==> config.mk <==
export PLATFORM = sky130hd
export DESIGN_NAME = axi_rd_arbiter
export DESIGN_NICKNAME = d
export VERILOG_FILES = /design/src/rtl/axi_rd_arbiter_pkg.sv /design/src/rtl/rd_os_counter.sv /design/src/rtl/axi_rd_arbiter.sv
export SDC_FILE = /design/constraint.sdc
export NUM_CORES = 1
export LEC_CHECK = 0
export ABC_AREA = 1
export BUFFER_PORTS_ARGS = -buffer_cell sky130_fd_sc_hd__buf_4
export CAP_MARGIN = 0
export CELL_PAD_IN_SITES_DETAIL_PLACEMENT = 1
export CELL_PAD_IN_SITES_GLOBAL_PLACEMENT = 1
export CORE_ASPECT_RATIO = 1.1
export CORE_MARGIN = 1.5
export CORE_UTILIZATION = 29
export CTS_BUF_LIST = sky130_fd_sc_hd__clkbuf_8 sky130_fd_sc_hd__clkbuf_16
export DETAILED_ROUTE_END_ITERATION = 6
export PLACE_DENSITY_LB_ADDON = 0.08
export SYNTH_ARGS = -nofsm -noshare
export SYNTH_HDL_FRONTEND = slang
export SYNTH_SLANG_ARGS = --single-unit
==> constraint.sdc <==
create_clock -name aclk -period 1.63 [get_ports aclk]
set_input_delay 0.2445 -clock aclk [delete_from_list [all_inputs] [get_ports aclk]]
set_output_delay 0.2445 -clock aclk [all_outputs]
set_load 0.005 [all_outputs]
==> src/rtl/axi_rd_arbiter_pkg.sv <==
// Shared definitions for the AXI read arbiter: AXI IDs, default outstanding depth,
// arbiter FSM encoding and the outstanding-counter width helper.
package axi_rd_arbiter_pkg;

    localparam logic [3:0] AXI_ID_INST = 4'd0;
    localparam logic [3:0] AXI_ID_DATA = 4'd1;
    localparam int         OS_MAX_DEF  = 2;
    localparam logic [2:0] ARSIZE_WORD = 3'd2;

    typedef enum logic {
        ST_IDLE,
        ST_AR
    } arb_state_t;

    function automatic int os_cnt_width(input int os_max);
        return $clog2(os_max + 1);
    endfunction

endpackage

==> src/rtl/rd_os_counter.sv <==
// Outstanding-read counter for one AXI ID; a full counter blocks further grants,
// so it never wraps upward, and a decrement at zero is reported instead of applied.
module rd_os_counter
    import axi_rd_arbiter_pkg::*;
#(
    parameter int OS_MAX = OS_MAX_DEF
) (
    input  logic clk,
    input  logic rst_n,
    input  logic inc,
    input  logic dec,
    output logic full,
    output logic empty,
    output logic underflow
);

    localparam int            CW      = os_cnt_width(OS_MAX);
    localparam logic [CW-1:0] CNT_MAX = CW'(OS_MAX);

    logic [CW-1:0] count;

    always_ff @(posedge clk or negedge rst_n) begin
        if (!rst_n) begin
            count <= '0;
        end else if (inc && !dec && count != CNT_MAX) begin
            count <= count + CW'(1);
        end else if (dec && !inc && count != '0) begin
            count <= count - CW'(1);
        end
    end

    assign full      = (count == CNT_MAX);
    assign empty     = (count == '0);
    assign underflow = dec & empty;

endmodule

==> src/rtl/axi_rd_arbiter.sv <==
// Shares one AXI AR/R channel between the IF instruction fetch and the EXE load path:
// fixed priority (data first), one AR beat in flight, per-ID outstanding limit, RAW stall.
module axi_rd_arbiter
    import axi_rd_arbiter_pkg::*;
#(
    parameter int OS_MAX = OS_MAX_DEF,
    parameter int ADDR_W = 32
) (
    input  logic              aclk,
    input  logic              aresetn,
    input  logic              inst_rd_req,
    input  logic [ADDR_W-1:0] inst_rd_addr,
    output logic              inst_rd_addr_ok,
    output logic              inst_rd_data_ok,
    input  logic              data_rd_req,
    input  logic [ADDR_W-1:0] data_rd_addr,
    input  logic [1:0]        data_rd_size,
    output logic              data_rd_addr_ok,
    output logic              data_rd_data_ok,
    output logic [31:0]       rd_rdata,
    input  logic              wr_pending,
    input  logic [ADDR_W-1:0] wr_pending_addr,
    output logic [3:0]        arid,
    output logic [ADDR_W-1:0] araddr,
    output logic [2:0]        arsize,
    output logic              arvalid,
    input  logic              arready,
    input  logic [3:0]        rid,
    input  logic [31:0]       rdata,
    input  logic              rlast,
    input  logic              rvalid,
    output logic              rready,
    output logic              err_rid
);

    arb_state_t state;

    logic inst_full;
    logic data_full;
    logic inst_hazard;
    logic data_hazard;
    logic inst_elig;
    logic data_elig;
    logic grant_inst;
    logic grant_data;
    logic r_hs;
    logic inst_dec;
    logic data_dec;
    logic inst_under;
    logic data_under;
    logic rid_unknown;
    logic [1:0] unused_empty;
    logic unused_addr_lsb;

    // A load to the same word as the un-responded write must wait for that write.
    assign inst_hazard = wr_pending &
                         (wr_pending_addr[ADDR_W-1:2] == inst_rd_addr[ADDR_W-1:2]);
    assign data_hazard = wr_pending &
                         (wr_pending_addr[ADDR_W-1:2] == data_rd_addr[ADDR_W-1:2]);
    assign unused_addr_lsb = ^wr_pending_addr[1:0];

    assign inst_elig = inst_rd_req & ~inst_full & ~inst_hazard;
    assign data_elig = data_rd_req & ~data_full & ~data_hazard;

    // rready is low only until the first clock after reset, which also masks grants then.
    assign grant_data = (state == ST_IDLE) & rready & data_elig;
    assign grant_inst = (state == ST_IDLE) & rready & inst_elig & ~data_elig;

    assign inst_rd_addr_ok = grant_inst;
    assign data_rd_addr_ok = grant_data;

    always_ff @(posedge aclk or negedge aresetn) begin
        if (!aresetn) begin
            state   <= ST_IDLE;
            arvalid <= 1'b0;
            arid    <= '0;
            araddr  <= '0;
            arsize  <= '0;
            rready  <= 1'b0;
        end else begin
            rready <= 1'b1;
            case (state)
                ST_IDLE: begin
                    if (grant_data) begin
                        arid    <= AXI_ID_DATA;
                        araddr  <= data_rd_addr;
                        arsize  <= {1'b0, data_rd_size};
                        arvalid <= 1'b1;
                        state   <= ST_AR;
                    end else if (grant_inst) begin
                        arid    <= AXI_ID_INST;
                        araddr  <= inst_rd_addr;
                        arsize  <= ARSIZE_WORD;
                        arvalid <= 1'b1;
                        state   <= ST_AR;
                    end
                end
                ST_AR: begin
                    if (arready) begin
                        arvalid <= 1'b0;
                        state   <= ST_IDLE;
                    end
                end
                default: begin
                    arvalid <= 1'b0;
                    state   <= ST_IDLE;
                end
            endcase
        end
    end

    assign r_hs            = rvalid & rready;
    assign rd_rdata        = rdata;
    assign inst_rd_data_ok = r_hs & (rid == AXI_ID_INST);
    assign data_rd_data_ok = r_hs & (rid == AXI_ID_DATA);
    assign inst_dec        = inst_rd_data_ok & rlast;
    assign data_dec        = data_rd_data_ok & rlast;
    assign rid_unknown     = r_hs & (rid != AXI_ID_INST) & (rid != AXI_ID_DATA);

    rd_os_counter #(.OS_MAX(OS_MAX)) u_inst_os (
        .clk       (aclk),
        .rst_n     (aresetn),
        .inc       (grant_inst),
        .dec       (inst_dec),
        .full      (inst_full),
        .empty     (unused_empty[0]),
        .underflow (inst_under)
    );

    rd_os_counter #(.OS_MAX(OS_MAX)) u_data_os (
        .clk       (aclk),
        .rst_n     (aresetn),
        .inc       (grant_data),
        .dec       (data_dec),
        .full      (data_full),
        .empty     (unused_empty[1]),
        .underflow (data_under)
    );

    always_ff @(posedge aclk or negedge aresetn) begin
        if (!aresetn) begin
            err_rid <= 1'b0;
        end else if (rid_unknown || inst_under || data_under) begin
            err_rid <= 1'b1;
        end
    end

endmodule

==> metrics, run 1 <==
status complete, but fails checks; failing checks design-rule violations; largest net degree at the start of global routing 44; Worst R2R Setup Slack 0.03 ns; Initial Util 0.299; # DRC 27; Hold Path Class primary input to flop; routed wire length 13.5 mm; Num CTS Buffers 5; Pwr Total 6.16 mW; gr ovfl total 0; Final Setup Violations 0; CTS clock-pin slew for the worst setup and hold paths 0.06 ns; post-synthesis register bit count 43; Area Overhead vs Synth 42.0%; Static Leak 3.17 nW; unique cell type count in the Yosys netlist 34; leading area contributor after synthesis dfrtp_1; TritonCTS clock tree done; Placer Congestion 0.769; R2R Path Start rready; input/output buffers 149; Pwr Density 1140 nW/um2; Worst setup EP type output pin; final core utilization 0.424; Syn Std Cell Area 3790 um2; Die Y 123 um; Max Root-Sink Buffers 2; Synth top area share 0.284; period utilisation layout 0.999; final hold vios 0; First DRT Iteration DRCs 145; Global Route Usage Sum 0.202; number of synthesized flops with an enable pin 0; Final #Nets 878; CTS Sinks 43; Diodes inserted 0; CP Cell Sequence inv_2, nor2_4, o211ai_1, nor2_4, nand2_2, inv_2, buf_6; slowest stage delay, CP 0.36 ns; Slew Limit Fails 0; vias in the first global route 4365; clock latency on the worst-skew pair 0.29 ns; Root Driver clkbuf_16; commonest cells after routing, fill and taps aside 213 x nand2_1, 168 x buf_4, 83 x inv_1, 49 x nand3_1; First-pass DRT Iterations 7; CP Launch Type flop; Final HPWL DP 11.1 mm; hold path start arready; Highest Clock Rate 614 MHz; Syn Inst Count 590; Top FF cell, synth dfrtp_1; RSZ-0062 raised after global routing yes; # IOs 220; crit path kind flop to output pin; Avg Cell Area, Syn 6.43 um2; Worst R2R Path Depth 11; share of cells above drive strength 1 0.417; initial antenna violation count 0; Vias/cell 4.50; maxcap violations 0; Final Critical Period 1.63 ns; routed length per instance 15.1 um; synth warn 0; hold path depth 2; fillers 1692; worst-margin pin slew 0.616 ns; top cells by area, synth dfrtp_1 28%, nand2_1 22%, inv_1 9.1%; most common cell after layout, fill and taps aside nand2_1; Worst Path Required 1.39 ns; Worst Skew 0.00606 ns; Crit path arrival time 1.38 ns; critical path's slowest cell dfrtp_1; Placed Area 4940 um2; Die Wd 112 um; Core Area 12700 um2; Worst Path Max Fanout 4; maximum vdd drop 0.000437 V; CTS H-Tree Depth 2; post-route cell area 5390 um2; Hold Path Sink state; relative slew slack 0.589; R2R Path End araddr[5]; Die ar. 13800 um2; Synth async-reset ratio 1.00; DRT antenna net count 0; first-pass GRT wire length 21.8 mm; post-synthesis sequential area ratio 0.284; via count 4020; # rows 43
==> per-layer routing <==
layer	track usage	share of wire
met5	0	0
met4	0.0522	0.016
met3	0.0314	0.051
met2	0.370	0.51
met1	0.251	0.43
==> worst max-delay path: cells and delay by family (launching register included) <==
kind / cells / cell delay, ns
buffers and inverters: 3 / 0.19
AO/OA/AOI/OAI: 1 / 0.15
AND/OR/NAND/NOR: 3 / 0.37
flip-flops: 1 / 0.36
==> sequential cells by signal, summed over array words and instances, names as in the netlist <==
| name | count |
|---|---|
| err_rid | 1 |
| arid | 1 |
| state | 1 |
| rready | 1 |
| araddr | 32 |
| u_data_os.count | 2 |
| u_inst_os.count | 2 |
| arvalid | 1 |
| arsize | 2 |
==> Yosys cell counts (2+ instances only) <==
| library cell | instances |
|---|---|
| nand2_1 | 226 |
| inv_1 | 92 |
| nand3_1 | 49 |
| dfrtp_1 | 43 |
| buf_4 | 39 |
| nor2_1 | 32 |
| nand2_2 | 30 |
| nand3_2 | 28 |
| xnor2_1 | 8 |
| inv_2 | 7 |
| buf_6 | 4 |
| buf_12 | 3 |
| a21boi_1 | 2 |
| clkbuf_1 | 2 |
| conb_1 | 2 |
| nand4_1 | 2 |
| nor2_2 | 2 |
| o21ai_0 | 2 |
| o21ai_1 | 2 |
==> per-stage QoR <==
stage | TNS, ns | setup WS [ns] | std cells | hold WS [ns]
after global routing | -1.87 | -0.0827 | 894 | 0.135
after CTS | 0 | 0.0000484 | 891 | 0.122
after detailed placement | -11.92 | -0.336 | 874 | 0.303
after global placement | -10.58 | -0.278 | 874 | 0.303
after floorplan | 0 | 0.109 | 593 | -0.0511
final | 0 | 0.00191 | 894 | 0.126
==> where the power goes <==
part / leakage [nW] / internal (mW) / switching (mW)
Clock: 0.0813 / 0.649 / 0.473
Sequential: 0.521 / 1.56 / 0.377
Combinational: 2.57 / 1.61 / 1.49
Total: 3.17 / 3.82 / 2.34
==> kinds of logic after synthesis <==
group	count (synthesis)	share of synthesized area
other	2	0.00198
flip-flops	43	0.284
AO/OA/AOI/OAI	11	0.0191
buffers and inverters	152	0.213
AND/OR/NAND/NOR	374	0.464
XOR/XNOR	8	0.0185
==> cell type report <==
cell class	count	area (um2)	share of cell area
well taps	157	196	0.0365
clock buffers	7	153	0.0283
multi-input cells	398	2060	0.382
inverters	103	405	0.0753
clock inverters	1	3.75	0.000697
flip-flops and latches	43	1080	0.200
repair buffers	185	1500	0.278
==> worst max path at each step <==
stage / to / slack [ns] / from / depth (start not counted)
final: inst_rd_addr_ok / 0.002 / rready / 7
after global routing: araddr[18] / -0.08 / rready / 11
after CTS: arsize[1] / 0.00005 / u_data_os.count[1] / 7
after detailed placement: arvalid / -0.34 / wr_pending_addr[12] / 13
after global placement: araddr[24] / -0.28 / wr_pending_addr[12] / 13
after floorplan: araddr[0] / 0.11 / rready / 10
==> timing repair <==
action                                  CTS  global route
hold buffers                              1             0
resized for setup                        18            42
pin swaps                                23            37
endpoints found under the hold margin    29             0
endpoints found under the setup margin    7            42
setup buffers                             9             3
Note: power is estimated with default switching activity, not from simulation.
==> run 2, diff against run 1 <==
--- a/config.mk
+++ b/config.mk
@@ -18,4 +18,5 @@
 export PLACE_DENSITY_LB_ADDON = 0.08
 export SYNTH_ARGS = -nofsm -noshare
 export SYNTH_HDL_FRONTEND = slang
+export SYNTH_HIERARCHICAL = 1
 export SYNTH_SLANG_ARGS = --single-unit
==> metrics, run 2 <==
Syn Std Cell Area 3820 um2 (+0.79%); RSZ-0062 raised after global routing yes; failing checks design-rule violations, negative setup slack; initial antenna violation count 0 (unchanged); worst-margin pin slew 0.609 ns (-0.00695 ns); Worst Skew 0.00632 ns (+0.000256 ns); TritonCTS clock tree done; commonest cells after routing, fill and taps aside 212 x nand2_1, 208 x buf_4, 107 x inv_1, 43 x nand3_1, 43 x dfrtp_1; input/output buffers 149 (unchanged); R2R Path Start state; gr ovfl total 0 (unchanged); share of cells above drive strength 1 0.332 (-0.0845); maximum vdd drop 0.000527 V (+20%); multi-input logic area 1960 um2 (-4.6%); Initial Util 0.300 (+0.00109); clock latency on the worst-skew pair 0.30 ns (about the same); final hold slack 0.154 ns (+0.0284 ns); Max Root-Sink Buffers 2 (unchanged); Pwr Density 1150 nW/um2 (+0.21%); First-pass DRT Iterations 7 (unchanged); final worst slack -0.0387 ns (-0.0406 ns); # rows 43 (unchanged); storage element area 1080 um2 (unchanged); Die ar. 13900 um2 (+0.77%); # IOs 220 (unchanged); Placer Congestion 0.825 (+7.2%); largest net degree at the start of global routing 44 (unchanged); Diodes inserted 0 (unchanged); Sw Share 0.385 (+0.00477); # DRC 12 (-56%); logic gate share of total power 0.521 (+0.017); routed length per instance 16.1 um (+6.6%); CTS clock-pin slew for the worst setup and hold paths 0.06 ns (about the same); Critical Path Sink inst_rd_addr_ok; first-pass GRT wire length 23.8 mm (+9.0%); most common cell after layout, fill and taps aside nand2_1; status complete, but fails checks; Final Critical Period 1.67 ns (+0.0406 ns); Area Overhead vs Synth 45.9%; Largest Register araddr; Static Leak 3.21 nW (+1.3%); Highest Clock Rate 599 MHz (-2.4%); DRT antenna net count 0 (unchanged); clock share of power 0.175 (-0.007); relative slew slack 0.594 (+0.00463); Worst R2R Path Depth 10 (-1); Global Route Usage Sum 0.222 (+0.0193); Slew Limit Fails 0 (unchanged); Largest register FFs 32 (unchanged); Die Y 123 um (+0.39%); vias in the first global route 4749 (+8.8%); Syn Inst Count 629 (+6.6%); Vias/cell 4.68 (+4.2%); crit path kind flop to output pin; final hold vios 0 (unchanged); Crit path arrival time 1.42 ns (+0.04 ns); fillers 1707 (+0.89%); via count 4474 (+11%); period utilisation layout 1.02 (+0.0249); internal power 3.93 mW (+3.0%); CP Launch Type flop; maxcap violations 0 (unchanged); TNS Setup -0.0526 ns (-0.0526 ns); Final Setup Violations 2 (+2); Worst Path Required 1.39 ns (about the same); Worst Path Max Fanout 2 (-2); Final HPWL DP 11.9 mm (+7.5%); Num CTS Buffers 5 (unchanged); CTS H-Tree Depth 2 (unchanged); Reg power frac 0.304 (-0.010); post-route cell area 5580 um2 (+3.6%); Root Driver clkbuf_16; R2R Path End u_inst_os/count[0]; First DRT Iteration DRCs 218 (+50%); Worst R2R Setup Slack 0.01 ns (-0.02 ns); Final #Nets 939 (+6.9%); Placed Area 5190 um2 (+5.0%); routed wire length 15.4 mm (+14%); Hold Path Class primary input to flop; Core Area 12800 um2 (+0.42%); CTS Sinks 43 (unchanged); Worst setup EP type output pin; Net Switching 2.46 mW (+5.1%); synth warn 6 (+6); Avg Cell Area, Syn 6.08 um2 (-5.5%); Critical path origin state; Die Wd 112 um (+0.38%)
[run 2: worst min-delay path by stage]
stage,to,cells past startpoint,slack (ns),from
3_5_place_dp,araddr[26],1,0.31,aresetn
6_report,arsize[0],3,0.15,data_rd_size[0]
3_3_place_gp,araddr[23],1,0.31,aresetn
5_1_grt,state,2,0.15,arready
4_1_cts,arsize[0],3,0.14,data_rd_size[0]
2_1_floorplan,araddr[0],0,-0.05,aresetn
[run 2: per-stage QoR]
stage,worst slack (ns),power (mW),util,instances
2_1_floorplan,-0.00690,3.42,-,632
5_1_grt,-0.111,6.91,0.438,955
4_1_cts,-0.0342,6.41,0.433,955
6_report,-0.0387,6.40,0.438,955
3_5_place_dp,-0.266,5.03,0.407,931
3_3_place_gp,-0.244,4.91,0.407,931
[run 2: area by class of cell]
cell class	count	area share
multi-input combinational	404	0.352
sequential	43	0.193
clock inverter	1	0.00135
inverter	126	0.0852
clock buffer	7	0.0274
timing repair buffer	217	0.307
tap	157	0.0352
[run 2: critical path, cell delays in order (launching register included)]
cell and delay, ns:
dfrtp_1 0.41, nor2_4 0.16, and3b_2 0.24, nand2_4 0.07, a21oi_4 0.13, buf_6 0.12
[run 2: layer usage]
layer / up-vias / routed length [um] / GRT usage
met2: 122 / 7770 / 0.408
met3: 10 / 865 / 0.0500
met1: 2125 / 6570 / 0.263
met5: - / 0 / 0
met4: 0 / 176 / 0.0506
li1: 2217 / - / -
[run 2: power groups by stage]
stage	clock network (mW)	logic (mW)	registers (mW)
6_report	1.12	3.33	1.94
5_1_grt	1.19	3.70	2.01
4_1_cts	1.16	3.30	1.95
3_5_place_dp	0	3.06	1.97
3_3_place_gp	0	2.96	1.95
2_1_floorplan	0	1.50	1.93
[run 2: timing repair]
action	4_1_cts	5_1_grt
resized for setup	17	14
gates cloned	0	1
pin swaps	12	7
hold buffers	1	0
hold endpoints to repair	43	0
setup endpoints to repair	6	41
setup buffers	15	0
==> run 3, diff against run 2 <==
--- a/config.mk
+++ b/config.mk
@@ -13,7 +13,7 @@
 export CORE_ASPECT_RATIO = 1.1
 export CORE_MARGIN = 1.5
 export CORE_UTILIZATION = 29
-export CTS_BUF_LIST = sky130_fd_sc_hd__clkbuf_8 sky130_fd_sc_hd__clkbuf_16
+export CTS_BUF_LIST = sky130_fd_sc_hd__clkbuf_16
 export DETAILED_ROUTE_END_ITERATION = 6
 export PLACE_DENSITY_LB_ADDON = 0.08
 export SYNTH_ARGS = -nofsm -noshare
==> metrics, run 3 (synthesized netlist as in run 2, its figures left out) <==
CP Cell Sequence nor2_4, and3b_2, nand2_4, a21oi_4, buf_6; CTS clock-pin slew for the worst setup and hold paths 0.06 ns (about the same); critical path's slowest cell dfrtp_1; Worst setup EP type output pin; Worst Path Buf+Inv 1 (unchanged); Worst Path Required 1.39 ns (about the same); CTS Sinks 43 (unchanged); failing checks design-rule violations, negative setup slack; gr ovfl total 0 (unchanged); largest net degree at the start of global routing 44 (unchanged); placed cells 931 (unchanged); first-pass GRT wire length 23.7 mm (about the same); final core utilization 0.436 (-0.00157); Worst Skew 0.00564 ns (-0.000679 ns); Final Setup Violations 2 (unchanged); crit path kind flop to output pin; via count 4462 (-0.27%); # rows 43 (unchanged); clock latency on the worst-skew pair 0.30 ns (about the same); Die Wd 112 um (unchanged); clock share of power 0.162 (-0.013); final worst slack -0.0381 ns (+0.000630 ns); # DRC 12 (unchanged); Vias/cell 4.67 (-0.27%); Num CTS Buffers 5 (unchanged); Net Switching 2.46 mW (-0.34%); Max Root-Sink Buffers 2 (unchanged); Final HPWL DP 11.9 mm (unchanged); maximum vdd drop 0.000526 V (about the same); Crit path arrival time 1.42 ns (about the same); CTS H-Tree Depth 2 (unchanged); Static Leak 3.20 nW (-0.35%); Sw Share 0.390 (+0.00497); final hold vios 0 (unchanged); # IOs 220 (unchanged); Largest register FFs 32 (unchanged); Final #Nets 939 (unchanged); First-pass DRT Iterations 7 (unchanged); internal power 3.84 mW (-2.4%); DRT antenna net count 0 (unchanged); Core Area 12800 um2 (unchanged); cell family with most CP delay simple AND/OR/NAND/NOR gates; Hold Path Class primary input to flop; Placer Congestion 0.825 (unchanged); status complete, but fails checks; Area Overhead vs Synth 45.4%; commonest cells after routing, fill and taps aside 212 x nand2_1, 208 x buf_4, 107 x inv_1, 43 x nand3_1, 43 x dfrtp_1; Largest Register araddr; period utilisation layout 1.02 (about the same); vias in the first global route 4750 (+0.021%); Root Driver clkbuf_16; most common cell after layout, fill and taps aside nand2_1; input/output buffers 149 (unchanged); CP Launch Type flop; routed wire length 15.4 mm (-0.14%); Global Route Usage Sum 0.221 (about the same); Pwr Density 1130 nW/um2 (-1.3%); Die ar. 13900 um2 (unchanged); Worst Path Max Fanout 2 (unchanged); Diodes inserted 0 (unchanged); relative slew slack 0.594 (about the same); RSZ-0062 raised after global routing yes; worst-margin pin slew 0.609 ns (-0.000219 ns); slowest stage delay, CP 0.41 ns (about the same); Reg power frac 0.309 (+0.005); Final Critical Period 1.67 ns (-0.000630 ns); Layout Cells excl Fill 955 (unchanged); Initial Util 0.300 (unchanged); Highest Clock Rate 599 MHz (about the same); Slew Limit Fails 0 (unchanged); final hold slack 0.154 ns (+0.000103 ns); routed length per instance 16.1 um (-0.14%); initial antenna violation count 0 (unchanged); First DRT Iteration DRCs 218 (unchanged); maxcap violations 0 (unchanged); Die Y 123 um (unchanged); logic gate share of total power 0.530 (+0.009); TritonCTS clock tree done; share of cells above drive strength 1 0.330 (-0.00251)
[run 3: cell types whose count changed in the layout (fill, tap and decap cells not counted)]
cell	previous run	this run
clkbuf_8	2	0
clkinv_1	2	4
[run 3: area by class of cell]
class | instances | area [um2]
Clock buffer | 5 | 125
Clock inverter | 3 | 15.0
Fill cell | 1709 | 7190
Inverter | 126 | 475
Multi-Input combinational cell | 404 | 1960
Sequential cell | 43 | 1080
Tap cell | 157 | 196
Timing Repair Buffer | 217 | 1710
[run 3: worst register-to-register path, stage by stage (launching register included)]
cell     delay, ns
dfrtp_1       0.41
nor2_4        0.16
and3b_2       0.24
nand2_4       0.07
a21oi_4       0.13
buf_4         0.14
inv_2         0.05
nand2_1       0.08
nand2_1       0.08
nand3_1       0.08
nand2_1       0.06
[run 3: path summary, 6_finish.rpt]
path,endpoint,depth (start not counted),slack (ns),start
hold / removal,arsize[0],3,0.15,data_rd_size[0]
hold reg to reg,arid[0],2,0.48,arid[0]
min in group asynchronous,araddr[24],2,0.50,aresetn
setup / recovery,inst_rd_addr_ok,5,-0.04,state
max in group asynchronous,araddr[11],2,0.71,aresetn
setup reg to reg,u_inst_os/count[0],10,0.02,state
[run 3: per-layer routing]
metal / track usage / vias to the layer above / share of wire
li1: - / 2217 / -
met1: 0.263 / 2121 / 0.43
met2: 0.409 / 114 / 0.51
met3: 0.0500 / 10 / 0.055
met4: 0.0506 / 0 / 0.011
met5: 0 / - / 0
[run 3: what timing repair did]
item	in CTS	in global routing
hold buffers	1	0
endpoints found under the hold margin	43	0
buffers inserted	15	0
endpoints found under the setup margin	6	41
pin swaps	12	7
gates resized for setup	17	14
gates cloned	0	1
[run 3: power groups by stage]
stage               clock network [mW]  registers, mW  logic (mW)
CTS                               1.06           1.95        3.30
finish                            1.02           1.94        3.33
detailed placement                   0           1.97        3.06
global route                      1.09           2.01        3.70
global placement                     0           1.95        2.96
floorplan                            0           1.93        1.50
[run 3: per-stage QoR]
stage	setup WS (ns)	total power [mW]	cell area, um2	TNS [ns]
after floorplan	-0.00690	3.42	3860	-0.00690
after CTS	-0.0342	6.31	5500	-0.0342
after global routing	-0.112	6.81	5560	-2.78
after detailed placement	-0.266	5.03	5190	-8.52
final	-0.0381	6.29	5560	-0.0504
after global placement	-0.244	4.91	5190	-7.46
